**src/rtl/seg7_scan_reader.sv**
```systemverilog
// seg7_scan_reader: rebuilds BCD digits from a multiplexed active-low 7-segment bus and publishes whole frames.
module seg7_scan_reader #(
  parameter int DIGITS = 4,
  parameter int STABLE = 3
) (
  input  logic                  clock,
  input  logic                  reset_n,
  input  logic [0:6]            segmentos,
  input  logic [DIGITS-1:0]     anodos,
  output logic [4*DIGITS-1:0]   bcd,
  output logic                  valido,
  output logic                  erro
);
  localparam int IW = DIGITS > 1 ? $clog2(DIGITS) : 1;
  localparam int CW = $clog2(STABLE + 1);
  localparam logic [CW-1:0] STB = CW'(STABLE);
  localparam logic [1:0] OCIOSO = 2'd0, CONTANDO = 2'd1, CAPTURADO = 2'd2;
  logic [0:6] seg_q, seg_d;
  logic [DIGITS-1:0] an_q, an_d;
  logic [DIGITS+6:0] prev_q, prev_d;
  logic [1:0] state_q, state_d;
  logic [CW-1:0] cnt_q, cnt_d;
  logic [DIGITS-1:0] mask_q, mask_d;
  logic [4*DIGITS-1:0] shadow_q, shadow_d, bcd_q, bcd_d;
  logic acc_q, acc_d, valido_q, valido_d, erro_q, erro_d;
  logic [3:0] nib;
  logic [IW-1:0] idx;
  logic one, conflict, prev_conflict, changed, cap, pub;
  always_comb begin
    case (seg_q)
      7'b0000001: nib = 4'd0;
      7'b1001111: nib = 4'd1;
      7'b0010010: nib = 4'd2;
      7'b0000110: nib = 4'd3;
      7'b1001100: nib = 4'd4;
      7'b0100100: nib = 4'd5;
      7'b0100000: nib = 4'd6;
      7'b0001111: nib = 4'd7;
      7'b0000000: nib = 4'd8;
      7'b0000100: nib = 4'd9;
      7'b1111111: nib = 4'hF;
      default:    nib = 4'hE;
    endcase
  end
  always_comb begin
    idx = '0;
    for (int i = 0; i < DIGITS; i++) if (!an_q[i]) idx = IW'(i);
  end
  assign one           = $countones(~an_q) == 1;
  assign conflict      = $countones(~an_q) > 1;
  assign prev_conflict = $countones(~prev_q[DIGITS+6:7]) > 1;
  assign changed       = {an_q, seg_q} != prev_q;
  assign pub           = &mask_q;
  // Any change (or idling) restarts the stability count; a valid digit reaching STABLE is captured once.
  always_comb begin
    state_d = state_q;
    cnt_d = cnt_q;
    if (state_q == OCIOSO || changed) begin
      state_d = one ? CONTANDO : OCIOSO;
      cnt_d = one ? CW'(1) : cnt_q;
    end else if (state_q == CONTANDO) begin
      cnt_d = cnt_q + CW'(1);
    end
    cap = state_d == CONTANDO && cnt_d == STB;
    state_d = cap ? CAPTURADO : state_d;
  end
  always_comb begin
    seg_d = segmentos;
    an_d = anodos;
    prev_d = {an_q, seg_q};
    shadow_d = shadow_q;
    if (cap) shadow_d[4*idx +: 4] = nib;
    mask_d = (pub ? '0 : mask_q) | (cap ? DIGITS'(1) << idx : '0);
    acc_d = (pub ? 1'b0 : acc_q) | (cap && nib == 4'hE) | (conflict && !prev_conflict);
    bcd_d = pub ? shadow_q : bcd_q;
    erro_d = pub ? acc_q : erro_q;
    valido_d = pub;
  end
  always_ff @(posedge clock or negedge reset_n) begin
    if (!reset_n) begin
      seg_q <= '0;
      an_q <= '0;
      prev_q <= '0;
      state_q <= OCIOSO;
      cnt_q <= '0;
      mask_q <= '0;
      shadow_q <= '0;
      acc_q <= 1'b0;
      bcd_q <= '0;
      valido_q <= 1'b0;
      erro_q <= 1'b0;
    end else begin
      seg_q <= seg_d;
      an_q <= an_d;
      prev_q <= prev_d;
      state_q <= state_d;
      cnt_q <= cnt_d;
      mask_q <= mask_d;
      shadow_q <= shadow_d;
      acc_q <= acc_d;
      bcd_q <= bcd_d;
      valido_q <= valido_d;
      erro_q <= erro_d;
    end
  end
  assign bcd = bcd_q;
  assign valido = valido_q;
  assign erro = erro_q;
endmodule
```
**config.mk**
```make
export PLATFORM = sky130hd
export DESIGN_NAME = seg7_scan_reader
export DESIGN_NICKNAME = d
export VERILOG_FILES = /design/src/rtl/seg7_scan_reader.sv
export SDC_FILE = /design/constraint.sdc
export NUM_CORES = 1
export LEC_CHECK = 0
export ABC_AREA = 1
export CORE_MARGIN = 4
export CORE_UTILIZATION = 55
export CTS_CLUSTER_SIZE = 14
export DETAILED_ROUTE_END_ITERATION = 8
export DONT_BUFFER_PORTS = 1
export MAX_ROUTING_LAYER = met4
export PLACE_DENSITY = 0.7
export RECOVER_POWER = 50
export SLEW_MARGIN = 30
export SYNTH_ARGS = -nofsm -noshare
export SYNTH_HDL_FRONTEND = slang
export SYNTH_SLANG_ARGS = --single-unit
```
**constraint.sdc**
```tcl
create_clock -name clock -period 3.11 [get_ports clock]
set_clock_uncertainty 0.2 [all_clocks]
set_input_delay 0.622 -clock clock [delete_from_list [all_inputs] [get_ports clock]]
set_output_delay 0.622 -clock clock [all_outputs]
set_load 0.1 [all_outputs]
```
==> results.yml, run 1 <==
outcome:
  status: "finished, violations left"
  violations: "capacitance limit, slew limit"
final_layout:
  multi_input_area_mm2: 0.00120
  fin_area_mm2: 0.00337
  nets: 355
  regArea_mm2: 0.00163
  drive_gt1_frac: 0.199
  antennaDiodeCount: 0
  finalCoreUtilization: 0.655
  areaGrowthSynthToFinish_pct: 14.3
  fillCellCount: 449
die:
  die_w_um: 81.2
  rows: 26
  die-area_mm2: 0.00659
  io-pin-count: 31
  coreArea_mm2: 0.00514
  die_h_um: 81.2
  start_util: 0.573
critical_path:
  slowest_stage: "fa_1"
  crit_buf_inv: 3
  r2r-start: "an_q[3]"
  setup.worst_path.class: "reg -> reg"
  end_kind: "flop"
  startpoint: "an_q[3]"
  path_max_fanout: 5
  crit_path_start_kind: "flop"
  cp_top_family: "simple AND/OR/NAND/NOR gates"
  crit_path_max_incr_delay_ns: 0.53
  crit_arrival_ns: 2.98
  cp_cell_sequence: "fa_1 -> inv_1 -> ha_2 -> inv_1 -> ha_1 -> or3b_4 -> nand2_2 -> inv_1 -> nand2_2 -> nand2_2 -> nor2_4 -> nand3_4 -> nand2_1 -> nand2_1"
  cp.required_ns: 3.13
flow_run:
  max-cap-violations: 1
clock_network:
  clk_latency_ns: 0.33
  clkTransAtPathRegs_ns: 0.07
  tritoncts: "done"
  clockBufferDepth: 2
  numCtsBuffers: 9
  cts.htree.levels: 3
  root_buffer: "clkbuf_8"
  cts_sinks: 65
synth:
  synth_commonest_cells: "94 x nand2_1, 65 x dfrtp_1, 39 x inv_1"
  synth_area_mm2: 0.00295
  yosys-top-cells-area: "dfrtp_1 55%, nand2_1 12%, mux2_2 6.1%"
  syn_inst: 321
  synth-main-ff-cell: "dfrtp_1"
  yosysMostFrequentCell: "nand2_1"
  synth_top_area_cell: "dfrtp_1"
  synth-async-reset-ratio: 1.00
  yosys_warnings: 0
  ys_seq_area_frac: 0.552
  synth_edf_count: 0
  avgSynthCellArea_um2: 9.18
  yosys.area.top_type_share: 0.552
  synth_nets: 340
  ys_seq_elements: 65
  synth_cell_types: 28
drt:
  drt_iter0_drc: 78
  first_pass_iters: 4
  via_count: 2108
  vias_per_cell: 5.13
  postRouteAntennaNets: 0
  drc: 0
  wirelength_mm: 5.39
  avgRoutedWirePerCell_um: 13.1
global_routing:
  overflow: 0
  antenna_found_initial: 0
  grt_pass1_vias: 2064
  grt_first_pass_wirelength_mm: 9.24
  grt_max_degree: 66
  track_usage: 0.192
pwr:
  seqPwrFrac: 0.490
  internal_power_mw: 1.38
  p_switching_mw: 0.419
  switching_share: 0.234
  ir_drop_uv: 357
  combPwrFrac: 0.074
  power_density_mw_per_mm2: 533
  power_leakage_nw: 1.80
  p_clk_frac: 0.436
sta:
  setup_viol: 0
  fin_crit_sh: 0.950
  holdWs_ns: 0.110
  report.final.hold_viol_count: 0
  slew_viol_final: 66
  final.setup.tns_ns: 0
  period_needed_ns: 2.95
  worstMarginPinSlew_ns: 1.54
  fmax_mhz: 338
  slew_headroom: -0.0265
  fin_ws_ns: 0.156
placement:
  post-place-ws_ns: -0.0641
  hpwlAfterDp_mm: 3.70
  port_buffers: 0
  placed_area_mm2: 0.00304
  gp_congestion: 0.801
min_path:
  holdCritStartpoint: "segmentos[1]"
  holdCritPathClass: "in -> reg"
## metrics by stage
step	std cells	power (mW)
detailed placement	391	0.998
global route	411	1.87
floorplan	321	0.975
CTS	409	1.81
global placement	391	0.996
finish	411	1.79
## placed cells by master, fill, tap and decap left out, types with 5 or more instances in the layout
cell | synthesis | layout
nand3_1 | 34 | 30
inv_1 | 39 | 39
nand2_2 | 6 | 12
nor2_1 | 20 | 19
clkbuf_8 | 0 | 10
dfrtp_1 | 65 | 65
mux2_2 | 16 | 16
nor2_4 | 3 | 5
nand2_1 | 94 | 88
inv_2 | 6 | 6
## power groups by stage
stage | clock [mW] | combinational (mW) | sequential, mW
after floorplan | 0 | 0.0825 | 0.892
after global placement | 0 | 0.101 | 0.895
after detailed placement | 0 | 0.103 | 0.895
after CTS | 0.803 | 0.127 | 0.879
after global routing | 0.838 | 0.153 | 0.882
final | 0.783 | 0.132 | 0.879
## worst paths after layout
path | cells past startpoint | slack [ns] | endpoint
worst max-delay path | 14 | 0.16 | shadow_q[8]
worst min-delay path | 0 | 0.11 | seg_q[1]
worst max register to register | 14 | 0.16 | shadow_q[8]
worst min register to register | 0 | 0.23 | prev_q[1]
max in group asynchronous | 2 | 0.74 | prev_q[9]
min in group asynchronous | 2 | 1.02 | cnt_q[1]
## routing by layer
metal  share of wire  GRT usage  up-vias
met5               0          -        -
li1                -          -     1042
met4           0.017     0.0861        0
met3           0.048     0.0466        9
met2            0.47      0.288       50
met1            0.46      0.249     1007
## timing repair
action | in CTS | in global routing
endpoints found under the hold margin | 65 | 0
resized for setup | 3 | 16
hold buffers | 2 | 0
setup buffers | 0 | 2
setup endpoints to repair | 14 | 22
pin swaps | 0 | 8
## cells by family after synthesis
logic type / share of synthesized area
mux: 0.0611
buf+inv: 0.0658
compound gates: 0.0255
fa+ha+maj: 0.0306
flops: 0.552
xor+xnor: 0.00297
simple gates: 0.262
## flip-flops by register name, summed over array words and instances (netlist names)
name,cells
acc_q,1
prev_q,11
cnt_q,2
shadow_q,16
mask_q,4
seg_q,7
valido,1
bcd,16
state_q,2
an_q,4
erro,1
## layout make-up
class | count | area share
clock buffer | 11 | 0.0420
clock inverter | 5 | 0.0234
inverter | 46 | 0.0513
multi-input combinational | 207 | 0.357
sequential | 65 | 0.483
tap | 70 | 0.0260
timing repair buffer | 7 | 0.0171
Power figures use the tool's default switching activity.
==> inputs of run 2 (changes only) <==
--- a/config.mk
+++ b/config.mk
@@ -6,6 +6,7 @@
 export NUM_CORES = 1
 export LEC_CHECK = 0
 export ABC_AREA = 1
+export CORE_ASPECT_RATIO = 1.25
 export CORE_MARGIN = 4
 export CORE_UTILIZATION = 55
 export CTS_CLUSTER_SIZE = 14
==> results.yml, run 2 (same netlist as run 1, synthesis figures left out) <==
sta:
  worstMarginPinSlew_ns: 1.50
  setup_viol: 0
  slew_headroom: 0.0000620
  fin_crit_sh: 0.947
  fmax_mhz: 340
  slew_viol_final: 0
  fin_ws_ns: 0.166
  report.final.hold_viol_count: 0
  period_needed_ns: 2.94
pwr:
  ir_drop_uv: 527
  report.power.total_mw: 1.79
  power_density_mw_per_mm2: 532
  power_leakage_nw: 1.81
global_routing:
  grt_pass1_vias: 2028
  track_usage: 0.177
  grt_max_degree: 66
  grt_first_pass_wirelength_mm: 8.74
  overflow: 0
  antenna_found_initial: 0
die:
  io-pin-count: 31
  coreArea_mm2: 0.00515
  die-area_mm2: 0.00660
  die_w_um: 73.5
  die_h_um: 89.8
  start_util: 0.572
  rows: 29
final_layout:
  most-common-layout-cells: "91 x nand2_1, 65 x dfrtp_1, 38 x inv_1, 30 x nand3_1, 19 x nor2_1"
  multi_input_area_mm2: 0.00121
  regArea_mm2: 0.00163
  antennaDiodeCount: 0
  final_common_cell: "nand2_1"
  fillCellCount: 408
  areaGrowthSynthToFinish_pct: 14.0
  final_cells: 401
  drive_gt1_frac: 0.192
  nets: 355
  finalCoreUtilization: 0.652
critical_path:
  cp_cell_sequence: "fa_1 -> inv_1 -> ha_4 -> inv_2 -> ha_1 -> or3b_4 -> nand2_1 -> inv_1 -> nand2_1 -> nand2_2 -> nor2_4 -> nand3_2 -> nand2_1 -> nand2_1"
  path_max_fanout: 5
  cp_common_cell: "nand2_1"
  cp_top_family: "simple AND/OR/NAND/NOR gates"
  crit_buf_inv: 3
  cp.required_ns: 3.13
  slowest_stage: "fa_1"
  crit_path_start_kind: "flop"
  end_kind: "flop"
  crit_path_max_incr_delay_ns: 0.54
  crit_arrival_ns: 2.97
  setup.worst_path.class: "reg -> reg"
outcome:
  violations: "capacitance limit"
  status: "finished, violations left"
clock_network:
  numCtsBuffers: 9
  clk_latency_ns: 0.33
  root_buffer: "clkbuf_8"
  cts_sinks: 65
  cts.htree.levels: 3
  clkTransAtPathRegs_ns: 0.06
  tritoncts: "done"
  clockBufferDepth: 2
min_path:
  holdCritPathClass: "in -> reg"
drt:
  postRouteAntennaNets: 0
  drt_iter0_drc: 156
  avgRoutedWirePerCell_um: 12.7
  vias_per_cell: 5.04
  drc: 0
  via_count: 2021
  first_pass_iters: 4
  wirelength_mm: 5.11
placement:
  dpl.cell_count: 384
  port_buffers: 0
  post-place-ws_ns: -0.00883
  gp_congestion: 0.915
  hpwlAfterDp_mm: 3.75
flow_run:
  max-cap-violations: 1
-- run 2: worst register-to-register path: stages (launching register included) --
cell and delay (ns):
dfrtp_1 0.42, fa_1 0.54, inv_1 0.06, ha_4 0.16, inv_2 0.05, ha_1 0.22
or3b_4 0.39, nand2_1 0.09, inv_1 0.04, nand2_1 0.07, nand2_2 0.06, nor2_4 0.24
nand3_2 0.17, nand2_1 0.09, nand2_1 0.05
-- run 2: cell type report --
type,instances,share of cell area
Multi-Input combinational cell,207,0.361
Inverter,46,0.0514
Sequential cell,65,0.484
Clock buffer,11,0.0451
Clock inverter,3,0.0194
Tap cell,62,0.0231
Timing Repair Buffer,7,0.0160
-- run 2: worst paths after layout --
kind	startpoint	to	slack [ns]	depth (start not counted)
max	an_q[0]	shadow_q[15]	0.17	14
min	segmentos[0]	seg_q[0]	0.11	0
max reg2reg	an_q[0]	shadow_q[15]	0.17	14
min reg2reg	seg_q[5]	prev_q[1]	0.23	0
max in group asynchronous	reset_n	prev_q[8]	0.81	2
min in group asynchronous	reset_n	bcd[14]	1.00	2
-- run 2: stage by stage --
| stage | TNS, ns | hold slack (ns) | cell area, um^2 |
|---|---|---|---|
| global route | -0.0192 | 0.0937 | 3360 |
| CTS | -0.0308 | 0.0933 | 3300 |
| floorplan | 0 | 0.126 | 2950 |
| detailed placement | -0.0180 | 0.128 | 3040 |
| finish | 0 | 0.113 | 3360 |
| global placement | 0 | 0.128 | 3040 |
-- run 2: what timing repair did --
action	CTS	global route
endpoints found under the setup margin	5	21
pin swaps	0	4
hold buffers	2	0
gates resized for setup	0	17
buffers inserted	0	1
endpoints found under the hold margin	65	0
-- run 2: report_power, final --
part	leakage [nW]	internal (mW)	switching, mW
Clock	0.111	0.485	0.290
Sequential	0.846	0.863	0.0164
Combinational	0.854	0.0409	0.0925
Total	1.81	1.39	0.399
-- run 2: metal layers --
metal,GRT usage,up-vias,part of all wire
met5,-,-,0
met4,0.118,0,0.030
met3,0.0391,13,0.038
met2,0.269,36,0.50
met1,0.204,930,0.43
li1,-,1042,-
